--- config.mk ---
export PLATFORM = sky130hd
export DESIGN_NAME = video_timing_gen
export DESIGN_NICKNAME = d
export VERILOG_FILES = /design/src/rtl/video_pkg.sv /design/src/rtl/video_delay_line.sv /design/src/rtl/video_timing_gen.sv
export SDC_FILE = /design/constraint.sdc
export NUM_CORES = 1
export LEC_CHECK = 0
export BUFFER_PORTS_ARGS = -buffer_cell sky130_fd_sc_hd__buf_4
export CAP_MARGIN = 15
export CORE_MARGIN = 2
export CORE_UTILIZATION = 36
export DETAILED_ROUTE_END_ITERATION = 8
export SYNTH_ARGS = -nofsm -noshare
export SYNTH_HDL_FRONTEND = slang
export SYNTH_HIERARCHICAL = 1
export SYNTH_SLANG_ARGS = --single-unit
--- constraint.sdc ---
create_clock -name clk -period 4.03 [get_ports clk]
set_clock_uncertainty 0.15 [all_clocks]
set_input_delay 1.209 -clock clk [delete_from_list [all_inputs] [get_ports clk]]
set_output_delay 1.209 -clock clk [all_outputs]
set_load 0.05 [all_outputs]
--- src/rtl/video_pkg.sv ---
// Shared types and timing presets for the video output path.
package video_pkg;

  typedef struct packed {
    logic [15:0] h_active;
    logic [15:0] h_fp;
    logic [15:0] h_sync;
    logic [15:0] h_bp;
    logic [15:0] v_active;
    logic [15:0] v_fp;
    logic [15:0] v_sync;
    logic [15:0] v_bp;
    logic        hpol;
    logic        vpol;
  } timing_t;

  localparam timing_t TIMING_640x480_60 = '{
    h_active: 16'd640, h_fp: 16'd16, h_sync: 16'd96, h_bp: 16'd48,
    v_active: 16'd480, v_fp: 16'd10, v_sync: 16'd2,  v_bp: 16'd33,
    hpol: 1'b0, vpol: 1'b0
  };

  // Sync fields are stored at their output level so the idle entry is the deasserted sync level.
  typedef struct packed {
    logic hsync;
    logic vsync;
    logic de;
    logic ls;
    logic fs;
  } disp_t;

  function automatic int h_total(timing_t t);
    return int'(t.h_active) + int'(t.h_fp) + int'(t.h_sync) + int'(t.h_bp);
  endfunction

  function automatic int v_total(timing_t t);
    return int'(t.v_active) + int'(t.v_fp) + int'(t.v_sync) + int'(t.v_bp);
  endfunction

endpackage

--- src/rtl/video_delay_line.sv ---
// Fixed-depth shift register with asynchronous reset to a chosen value.
module video_delay_line #(
  parameter int              WIDTH     = 1,
  parameter int              DEPTH     = 2,
  parameter logic [WIDTH-1:0] RESET_VAL = '0
) (
  input  logic             clk,
  input  logic             rstn_i,
  input  logic [WIDTH-1:0] d,
  output logic [WIDTH-1:0] q
);

  logic [WIDTH-1:0] taps [DEPTH];

  always_ff @(posedge clk or negedge rstn_i) begin
    if (!rstn_i) begin
      for (int i = 0; i < DEPTH; i++) taps[i] <= RESET_VAL;
    end else begin
      taps[0] <= d;
      for (int i = 1; i < DEPTH; i++) taps[i] <= taps[i-1];
    end
  end

  assign q = taps[DEPTH-1];

endmodule

--- src/rtl/video_timing_gen.sv ---
// Raster timing generator: pixel counters, fetch requests, and display
// timing delayed LEAD cycles behind the requests to hide fetch latency.
module video_timing_gen
  import video_pkg::*;
#(
  parameter int H_ACTIVE  = int'(TIMING_640x480_60.h_active),
  parameter int H_FP      = int'(TIMING_640x480_60.h_fp),
  parameter int H_SYNC    = int'(TIMING_640x480_60.h_sync),
  parameter int H_BP      = int'(TIMING_640x480_60.h_bp),
  parameter int V_ACTIVE  = int'(TIMING_640x480_60.v_active),
  parameter int V_FP      = int'(TIMING_640x480_60.v_fp),
  parameter int V_SYNC    = int'(TIMING_640x480_60.v_sync),
  parameter int V_BP      = int'(TIMING_640x480_60.v_bp),
  parameter bit HSYNC_POL = TIMING_640x480_60.hpol,
  parameter bit VSYNC_POL = TIMING_640x480_60.vpol,
  parameter int LEAD      = 2
) (
  input  logic                          clk,
  input  logic                          rstn_i,
  input  logic                          en_i,
  output logic                          req_o,
  output logic [$clog2(H_ACTIVE)-1:0]   req_x_o,
  output logic [$clog2(V_ACTIVE)-1:0]   req_y_o,
  output logic                          hsync_o,
  output logic                          vsync_o,
  output logic                          vde_o,
  output logic [1:0]                    cd_o,
  output logic                          line_start_o,
  output logic                          frame_start_o
);

  localparam timing_t CFG = '{
    h_active: 16'(H_ACTIVE), h_fp: 16'(H_FP), h_sync: 16'(H_SYNC), h_bp: 16'(H_BP),
    v_active: 16'(V_ACTIVE), v_fp: 16'(V_FP), v_sync: 16'(V_SYNC), v_bp: 16'(V_BP),
    hpol: HSYNC_POL, vpol: VSYNC_POL
  };
  localparam int H_TOTAL = h_total(CFG);
  localparam int V_TOTAL = v_total(CFG);
  localparam int HW      = $clog2(H_TOTAL);
  localparam int VW      = $clog2(V_TOTAL);
  localparam int XW      = $clog2(H_ACTIVE);
  localparam int YW      = $clog2(V_ACTIVE);

  localparam logic [HW-1:0] H_LAST = HW'(H_TOTAL - 1);
  localparam logic [HW-1:0] H_ACT  = HW'(H_ACTIVE);
  localparam logic [HW-1:0] HS_BEG = HW'(H_ACTIVE + H_FP);
  localparam logic [HW-1:0] HS_END = HW'(H_ACTIVE + H_FP + H_SYNC);
  localparam logic [VW-1:0] V_LAST = VW'(V_TOTAL - 1);
  localparam logic [VW-1:0] V_ACT  = VW'(V_ACTIVE);
  localparam logic [VW-1:0] VS_BEG = VW'(V_ACTIVE + V_FP);
  localparam logic [VW-1:0] VS_END = VW'(V_ACTIVE + V_FP + V_SYNC);

  localparam disp_t IDLE = '{hsync: ~HSYNC_POL, vsync: ~VSYNC_POL, de: 1'b0, ls: 1'b0, fs: 1'b0};

  logic [HW-1:0] h;
  logic [VW-1:0] v;
  logic          active;
  disp_t         decode;
  disp_t         stage_q;
  disp_t         disp_q;

  // Dropping en_i parks the counters at the frame origin.
  always_ff @(posedge clk or negedge rstn_i) begin
    if (!rstn_i) begin
      h <= '0;
      v <= '0;
    end else if (!en_i) begin
      h <= '0;
      v <= '0;
    end else if (h == H_LAST) begin
      h <= '0;
      v <= (v == V_LAST) ? '0 : v + VW'(1);
    end else begin
      h <= h + HW'(1);
    end
  end

  always_comb begin
    active = (h < H_ACT) && (v < V_ACT);
    decode = IDLE;
    if (en_i) begin
      decode.hsync = ((h >= HS_BEG) && (h < HS_END)) ^ ~HSYNC_POL;
      decode.vsync = ((v >= VS_BEG) && (v < VS_END)) ^ ~VSYNC_POL;
      decode.de    = active;
      decode.ls    = (h == '0);
      decode.fs    = (h == '0) && (v == '0);
    end
  end

  // Request outputs and the display entry are registered from the same counter value.
  always_ff @(posedge clk or negedge rstn_i) begin
    if (!rstn_i) begin
      req_o   <= 1'b0;
      req_x_o <= '0;
      req_y_o <= '0;
      stage_q <= IDLE;
    end else begin
      req_o   <= en_i && active;
      req_x_o <= (en_i && active) ? h[XW-1:0] : '0;
      req_y_o <= (en_i && active) ? v[YW-1:0] : '0;
      stage_q <= decode;
    end
  end

  video_delay_line #(
    .WIDTH     ($bits(disp_t)),
    .DEPTH     (LEAD),
    .RESET_VAL (IDLE)
  ) u_align (
    .clk    (clk),
    .rstn_i (rstn_i),
    .d      (stage_q),
    .q      (disp_q)
  );

  assign hsync_o       = disp_q.hsync;
  assign vsync_o       = disp_q.vsync;
  assign vde_o         = disp_q.de;
  assign line_start_o  = disp_q.ls;
  assign frame_start_o = disp_q.fs;
  assign cd_o          = {disp_q.vsync, disp_q.hsync};

endmodule

==> results of run 1 <==
## cell usage after synthesis (2+ instances only)
library cell | n | area share (%)
dfrtp_1 | 48 | 53
nor4_1 | 13 | 3.6
o41a_1 | 2 | 0.99
xnor2_1 | 4 | 1.5
ha_1 | 4 | 2.2
nand4_1 | 3 | 0.82
or3_2 | 2 | 0.66
and2_1 | 11 | 3.0
clkbuf_1 | 10 | 1.6
nor2_1 | 9 | 1.5
nand2_1 | 15 | 2.5
xor2_1 | 2 | 0.77
nor3_1 | 6 | 1.3
a21oi_1 | 4 | 0.88
o211ai_1 | 2 | 0.66
nand3_1 | 10 | 2.2
o21ai_0 | 10 | 2.2
inv_1 | 9 | 1.5
buf_4 | 7 | 2.3
dfstp_2 | 6 | 6.9
o31ai_1 | 3 | 0.99
## cell type report
type	instances	area (sq um)	area share [%]
Clock inverter	3	23.8	0.916
Sequential cell	54	1360	52.3
Tap cell	75	93.8	3.61
Clock buffer	5	68.8	2.65
Inverter	9	33.8	1.30
Multi-Input combinational cell	121	792	30.5
Timing Repair Buffer	30	225	8.67
## flip-flops by register name, indices dropped and copies added (netlist names)
| register | flops |
|---|---|
| v | 10 |
| u_align/taps | 5 |
| h | 10 |
| req_o | 1 |
| req_y_o | 9 |
| stage_q | 4 |
| u_align/q | 5 |
| req_x_o | 10 |
## report_power, final
group	internal, mW	switching (mW)	leakage (nW)
combinational	0.0161	0.0438	0.391
sequential	0.553	0.00617	0.717
clock	0.125	0.185	0.0408
## stage by stage
stage / total power [mW] / instances
floorplan: 0.609 / 202
global placement: 0.630 / 289
detailed placement: 0.631 / 289
CTS: 0.937 / 297
global route: 0.963 / 297
finish: 0.928 / 297
## how the worst max path moves through the flow
| stage | start | end | cells after the start |
|---|---|---|---|
| finish | u_align/q[3] | cd_o[1] | 1 |
| floorplan | en_i | req_x_o[3] | 5 |
| global placement | en_i | req_x_o[3] | 5 |
| global route | v[1] | v[9] | 6 |
| detailed placement | en_i | req_x_o[3] | 5 |
| CTS | u_align/q[3] | cd_o[1] | 1 |
## logic make-up (layout without fill, tap and decap cells)
| logic type | count (synthesis) | in the layout | synth area share, % |
|---|---|---|---|
| AO/OA/AOI/OAI | 28 | 28 | 9.11 |
| buffers and inverters | 27 | 47 | 5.65 |
| adder cells (fa/ha/maj) | 4 | 4 | 2.20 |
| flip-flops | 54 | 54 | 59.6 |
| XOR/XNOR | 6 | 6 | 2.31 |
| AND/OR/NAND/NOR | 82 | 82 | 20.7 |
| multiplexers | 1 | 1 | 0.439 |
## metal layers
| layer | wire length (um) | vias up |
|---|---|---|
| met5 | 0 | - |
| met4 | 68 | 0 |
| met3 | 279 | 8 |
| met2 | 2110 | 54 |
| met1 | 2120 | 774 |
| li1 | - | 747 |
==> metrics, run 1 <==
CTS hold repair buffers 0; Peak VDD IR 0.000152 V; cells resized by post-CTS repair 0; Mapped Nets 209; antenna cells 0; via count 1,583; Seq/Total Area, Yosys 59.6%; Synth Flop Type dfrtp_1; WL/cell 15.4 um; CP Class register to output pin; total negative slack 0 ps; GRT Util Overall 13.7%; GR Util met1 18.9%; number of synthesized flops with an enable pin 0; WP data required 2670 ps; Warnings, synthesis 6; Final Max Tran Viols 0; Buf/Inv on CP 1; Critical Path AT 1040 ps; post-CTS setup buffers 0; FF-to-FF Start v[0]; Final ANT Viol Nets 0; root buffer cell clkbuf_8; drt pass-1 iters 4; Period minus WS final 2400 ps; met2 Track Usage GR 21.0%; CP max stage cell dfstp_2; cell count after synthesis 202; Seq cells post-synth 54; CP endpoint kind output pin; H-tree levels 2; vias per std cell 5.33; DP Area 0.00250 sq mm; first-pass GRT wire length 7770 um; Async SR Flop Fraction 100%; Worst-Margin Slew 669 ps; Crit path max-delay family flip-flops; period utilization 59.6%; Die Y-Extent 83.6 um; Reg2Reg Depth 6; share of cells above drive strength 1 22.5%; Crit Path Max Fanout 2; clk_lat worst skew 310 ps; Reg clk slew, reported paths 100 ps; total wire length 4580 um; vias in the first global route 1,549; M3 GR Usage 3.26%; worst setup margin 1630 ps; Pwr Density 358 mW/mm^2; Hold Path Stages 0; Worst Hold Launch stage_q[1]; chip width 83.6 um; number of antenna violations at the first check in global routing 0; routability cong. 0.872; Hold WS 206 ps; CTS tree built; sink of the worst hold path u_align/taps[6]; reg-to-reg endpoint v[9]; synthesized cell area 0.00228 sq mm; Max Clk Rate 0.417 GHz; # Max-Cap Violations 0; final setup fails 0; reg2reg setup slack 1650 ps; remaining global-route overflow 0; clock buffer depth 2; core outline area 0.00603 sq mm; IO Port Bufs 29; Initial Utilization 37.8%; drt drc 0; pre-CTS setup slack 1620 ps; syn_area_per_cell 11.3 sq um; die area 0.00698 sq mm; I/O pins 30; Rel. slew slack 55.4%; Rows 28; library cells used by synthesis 43; final-report hold violation count 0; commonest non-fill, non-tap cell in the layout dfrtp_1; most frequent cells in the layout 48 x dfrtp_1, 30 x buf_4, 15 x nand2_1, 13 x nor4_1, 11 x and2_1; leakage power 1.15 nW; pin count of the biggest net entering global routing 55; Max stage delay on crit path 540 ps; HP Class register to register; Most Used Layer, Global Route met2; DP HPWL 3120 um; synthesis-to-layout area growth 13.9%; utilization after layout 43.1%; RSZ-0062 raised after global routing no; CTS sink count 54; startpoint type of the worst setup path register; nets 228; status complete, no violations; Fillers 597; CP cell instances buf_4; CTS buffer count 5; fin area 0.00260 sq mm; DRT iter0 DRCs 78
(Power assumes the default switching activity.)
==> inputs of run 2 (changes only) <==
--- a/config.mk
+++ b/config.mk
@@ -5,6 +5,7 @@
 export SDC_FILE = /design/constraint.sdc
 export NUM_CORES = 1
 export LEC_CHECK = 0
+export ABC_AREA = 1
 export BUFFER_PORTS_ARGS = -buffer_cell sky130_fd_sc_hd__buf_4
 export CAP_MARGIN = 15
 export CORE_MARGIN = 2
==> constraint.sdc (replaced) <==
create_clock -name clk -period 2.5 [get_ports clk]
set_clock_uncertainty 0.15 [all_clocks]
set_input_delay 0.75 -clock clk [delete_from_list [all_inputs] [get_ports clk]]
set_output_delay 0.75 -clock clk [all_outputs]
set_load 0.05 [all_outputs]
==> metrics, run 2 <==
Initial Utilization 36.7% (was 37.8%); Warnings, synthesis 6 (unchanged); Pwr Density 573 mW/mm^2 (was 358 mW/mm^2); CP max stage cell dfstp_2 (unchanged); Reg2Reg Depth 6 (unchanged); RSZ-0062 raised after global routing no (unchanged); top cells by count, synth 48 x dfrtp_1, 39 x nand2_1, 38 x nor2_1 (was 48 x dfrtp_1, 15 x nand2_1, 13 x nor4_1); Hold Path Stages 0 (unchanged); total wire length 4260 um (was 4580 um); cells resized by post-CTS repair 0 (unchanged); Final Max Tran Viols 0 (unchanged); synthesis-to-layout area growth 13.7% (was 13.9%); CP cell instances buf_4 (unchanged); Crit path depth 1 (unchanged); CTS hold repair buffers 0 (unchanged); share of cells above drive strength 1 21.9% (was 22.5%); vias in the first global route 1,512 (was 1,549); startpoint type of the worst setup path register (unchanged); final setup fails 0 (unchanged); Seq/Total Area, Yosys 59.0% (was 59.6%); final-report hold violation count 0 (unchanged); CTS buffer count 5 (unchanged); Setup crit end vsync_o (was cd_o[1]); part of the power in registers 59.9% (was 60.2%); commonest non-fill, non-tap cell in the layout dfrtp_1 (unchanged); Synth Flop Type dfrtp_1 (unchanged); nets 271 (was 228); root buffer cell clkbuf_8 (unchanged); number of antenna violations at the first check in global routing 0 (unchanged); top post-synthesis cells by area dfrtp_1 52%, dfstp_2 6.8%, nand2_1 6.4% (was dfrtp_1 53%, dfstp_2 6.9%, nor4_1 3.6%); Rel. slew slack 56.2% (was 55.4%); cell count after synthesis 240 (was 202); drt pass-1 iters 4 (unchanged); reg-to-reg endpoint req_y_o[3] (was v[9]); Period minus WS final 1930 ps; count leader, synth dfrtp_1 (unchanged); clock buffer depth 2 (unchanged); DP Area 0.00252 sq mm (was 0.00250 sq mm); Hold WS 199 ps (was 206 ps); dominant cell type by area after synthesis dfrtp_1 (unchanged); # Max-Cap Violations 0 (unchanged); FF-to-FF Start v[7] (was v[0]); utilization after layout 41.7% (was 43.1%); HP Class register to register (unchanged); post-CTS setup buffers 0 (unchanged); Comb pwr share 6.4% (was 6.5%); Switching Share 24.2% (was 25.3%); Crit path max-delay family flip-flops (unchanged); vias per std cell 4.71 (was 5.33); via count 1,612 (was 1,583); Async SR Flop Fraction 100% (unchanged); most frequent cells in the layout 48 x dfrtp_1, 39 x nand2_1, 38 x nor2_1, 30 x buf_4, 29 x inv_1 (was 48 x dfrtp_1, 30 x buf_4, 15 x nand2_1, 13 x nor4_1, 11 x and2_1); DRT iter0 DRCs 142 (was 78); Rows 29 (was 28); Critical Path AT 1030 ps (was 1040 ps); Yosys top cell area share 52.2% (was 52.7%); first-pass GRT wire length 7300 um (was 7770 um); Crit Path Max Fanout 2 (unchanged); internal power 1.14 mW (was 0.694 mW); clk_lat worst skew 310 ps (about the same); remaining global-route overflow 0 (unchanged); Reg clk slew, reported paths 90 ps (was 100 ps); DP HPWL 2930 um (was 3120 um); Max stage delay on crit path 540 ps (about the same); synthesized cell area 0.00230 sq mm (was 0.00228 sq mm); switching power 0.363 mW (was 0.235 mW); IO Port Bufs 29 (unchanged); WP data required 1600 ps (was 2670 ps); drt drc 0 (unchanged); Buf/Inv on CP 1 (unchanged); antenna cells 0 (unchanged); CP Launch Point u_align/q[3] (unchanged); CTS tree built (unchanged); reg2reg setup slack 810 ps (was 1650 ps); status complete, no violations (unchanged); Die Y-Extent 84.0 um (was 83.6 um); CTS sink count 54 (unchanged); leakage power 1.29 nW (was 1.15 nW); H-tree levels 2 (unchanged); period utilization 77.3%; syn_area_per_cell 9.59 sq um (was 11.3 sq um); biggest registers after layout h x10, req_x_o x10, v x10 (unchanged); I/O pins 30 (unchanged); Worst-Margin Slew 657 ps (was 669 ps); CP endpoint kind output pin (unchanged); GRT Util Overall 12.9% (was 13.7%); chip width 84.0 um (was 83.6 um); routability cong. 0.893 (was 0.872); die area 0.00705 sq mm (was 0.00698 sq mm); total negative slack 0 ps (unchanged); Max Clk Rate 0.517 GHz; Fillers 624 (was 597); Peak VDD IR 0.000262 V (was 0.000152 V); pin count of the biggest net entering global routing 55 (unchanged); CP Class register to output pin (unchanged); fin area 0.00262 sq mm (was 0.00260 sq mm); Clock Power Share 33.7% (was 33.3%); WL/cell 12.5 um (was 15.4 um); number of synthesized flops with an enable pin 0 (unchanged); library cells used by synthesis 28 (was 43); core outline area 0.00628 sq mm (was 0.00603 sq mm); Final ANT Viol Nets 0 (unchanged); Mapped Nets 247 (was 209); Seq cells post-synth 54 (unchanged)
run 2: worst min path at each step:
| stage | from | endpoint |
|---|---|---|
| 6_report | stage_q[1] | u_align/taps[6] |
| 5_1_grt | stage_q[1] | u_align/taps[6] |
| 2_1_floorplan | u_align/taps[5] | u_align/q[0] |
| 4_1_cts | stage_q[1] | u_align/taps[6] |
| 3_3_place_gp | stage_q[1] | u_align/taps[6] |
| 3_5_place_dp | u_align/taps[7] | u_align/q[2] |
run 2: layer usage:
layer	wire length, um	part of all wire (%)	global-route usage [%]
met5	0	0	0
met3	232	5.4	3.36
met1	2020	47	17.7
met4	81	1.9	4.84
met2	1930	45	19.7
run 2: power by group through the flow:
stage / combinational (mW) / sequential [mW] / clock [mW]
4_1_cts: 0.0987 / 0.898 / 0.529
5_1_grt: 0.107 / 0.901 / 0.567
3_3_place_gp: 0.0974 / 0.915 / 0
6_report: 0.0962 / 0.898 / 0.506
2_1_floorplan: 0.0572 / 0.926 / 0
3_5_place_dp: 0.0986 / 0.915 / 0
run 2: cell type report:
type | instances | area, sq um | area share (%)
clock buffers | 6 | 82.6 | 3.15
clock inverters | 2 | 12.5 | 0.478
inverters | 30 | 113 | 4.30
multi-input cells | 143 | 731 | 27.9
flip-flops and latches | 54 | 1360 | 51.9
well taps | 77 | 96.3 | 3.68
repair buffers | 30 | 225 | 8.60
run 2: cells by family after synthesis:
logic type | share of synthesized area [%]
AND/OR/NAND/NOR | 25.0
AO/OA/AOI/OAI | 3.80
buffers and inverters | 9.24
adder cells (fa/ha/maj) | 2.17
XOR/XNOR | 0.761
flip-flops | 59.0
run 2: through the flow:
| stage | std cells | total power [mW] | worst slack (ps) |
|---|---|---|---|
| after floorplan | 240 | 0.983 | 701 |
| after global placement | 334 | 1.01 | 499 |
| after detailed placement | 334 | 1.01 | 399 |
| after CTS | 342 | 1.53 | 546 |
| after global routing | 342 | 1.57 | 525 |
| final | 342 | 1.50 | 566 |
run 2: worst reg2reg max path, stage by stage, from the launching register on:
cell,delay (ps)
dfrtp_1,380
inv_1,90
nor2_1,210
nand2_1,180
nand4_1,240
buf_4,270
nor2_1,70
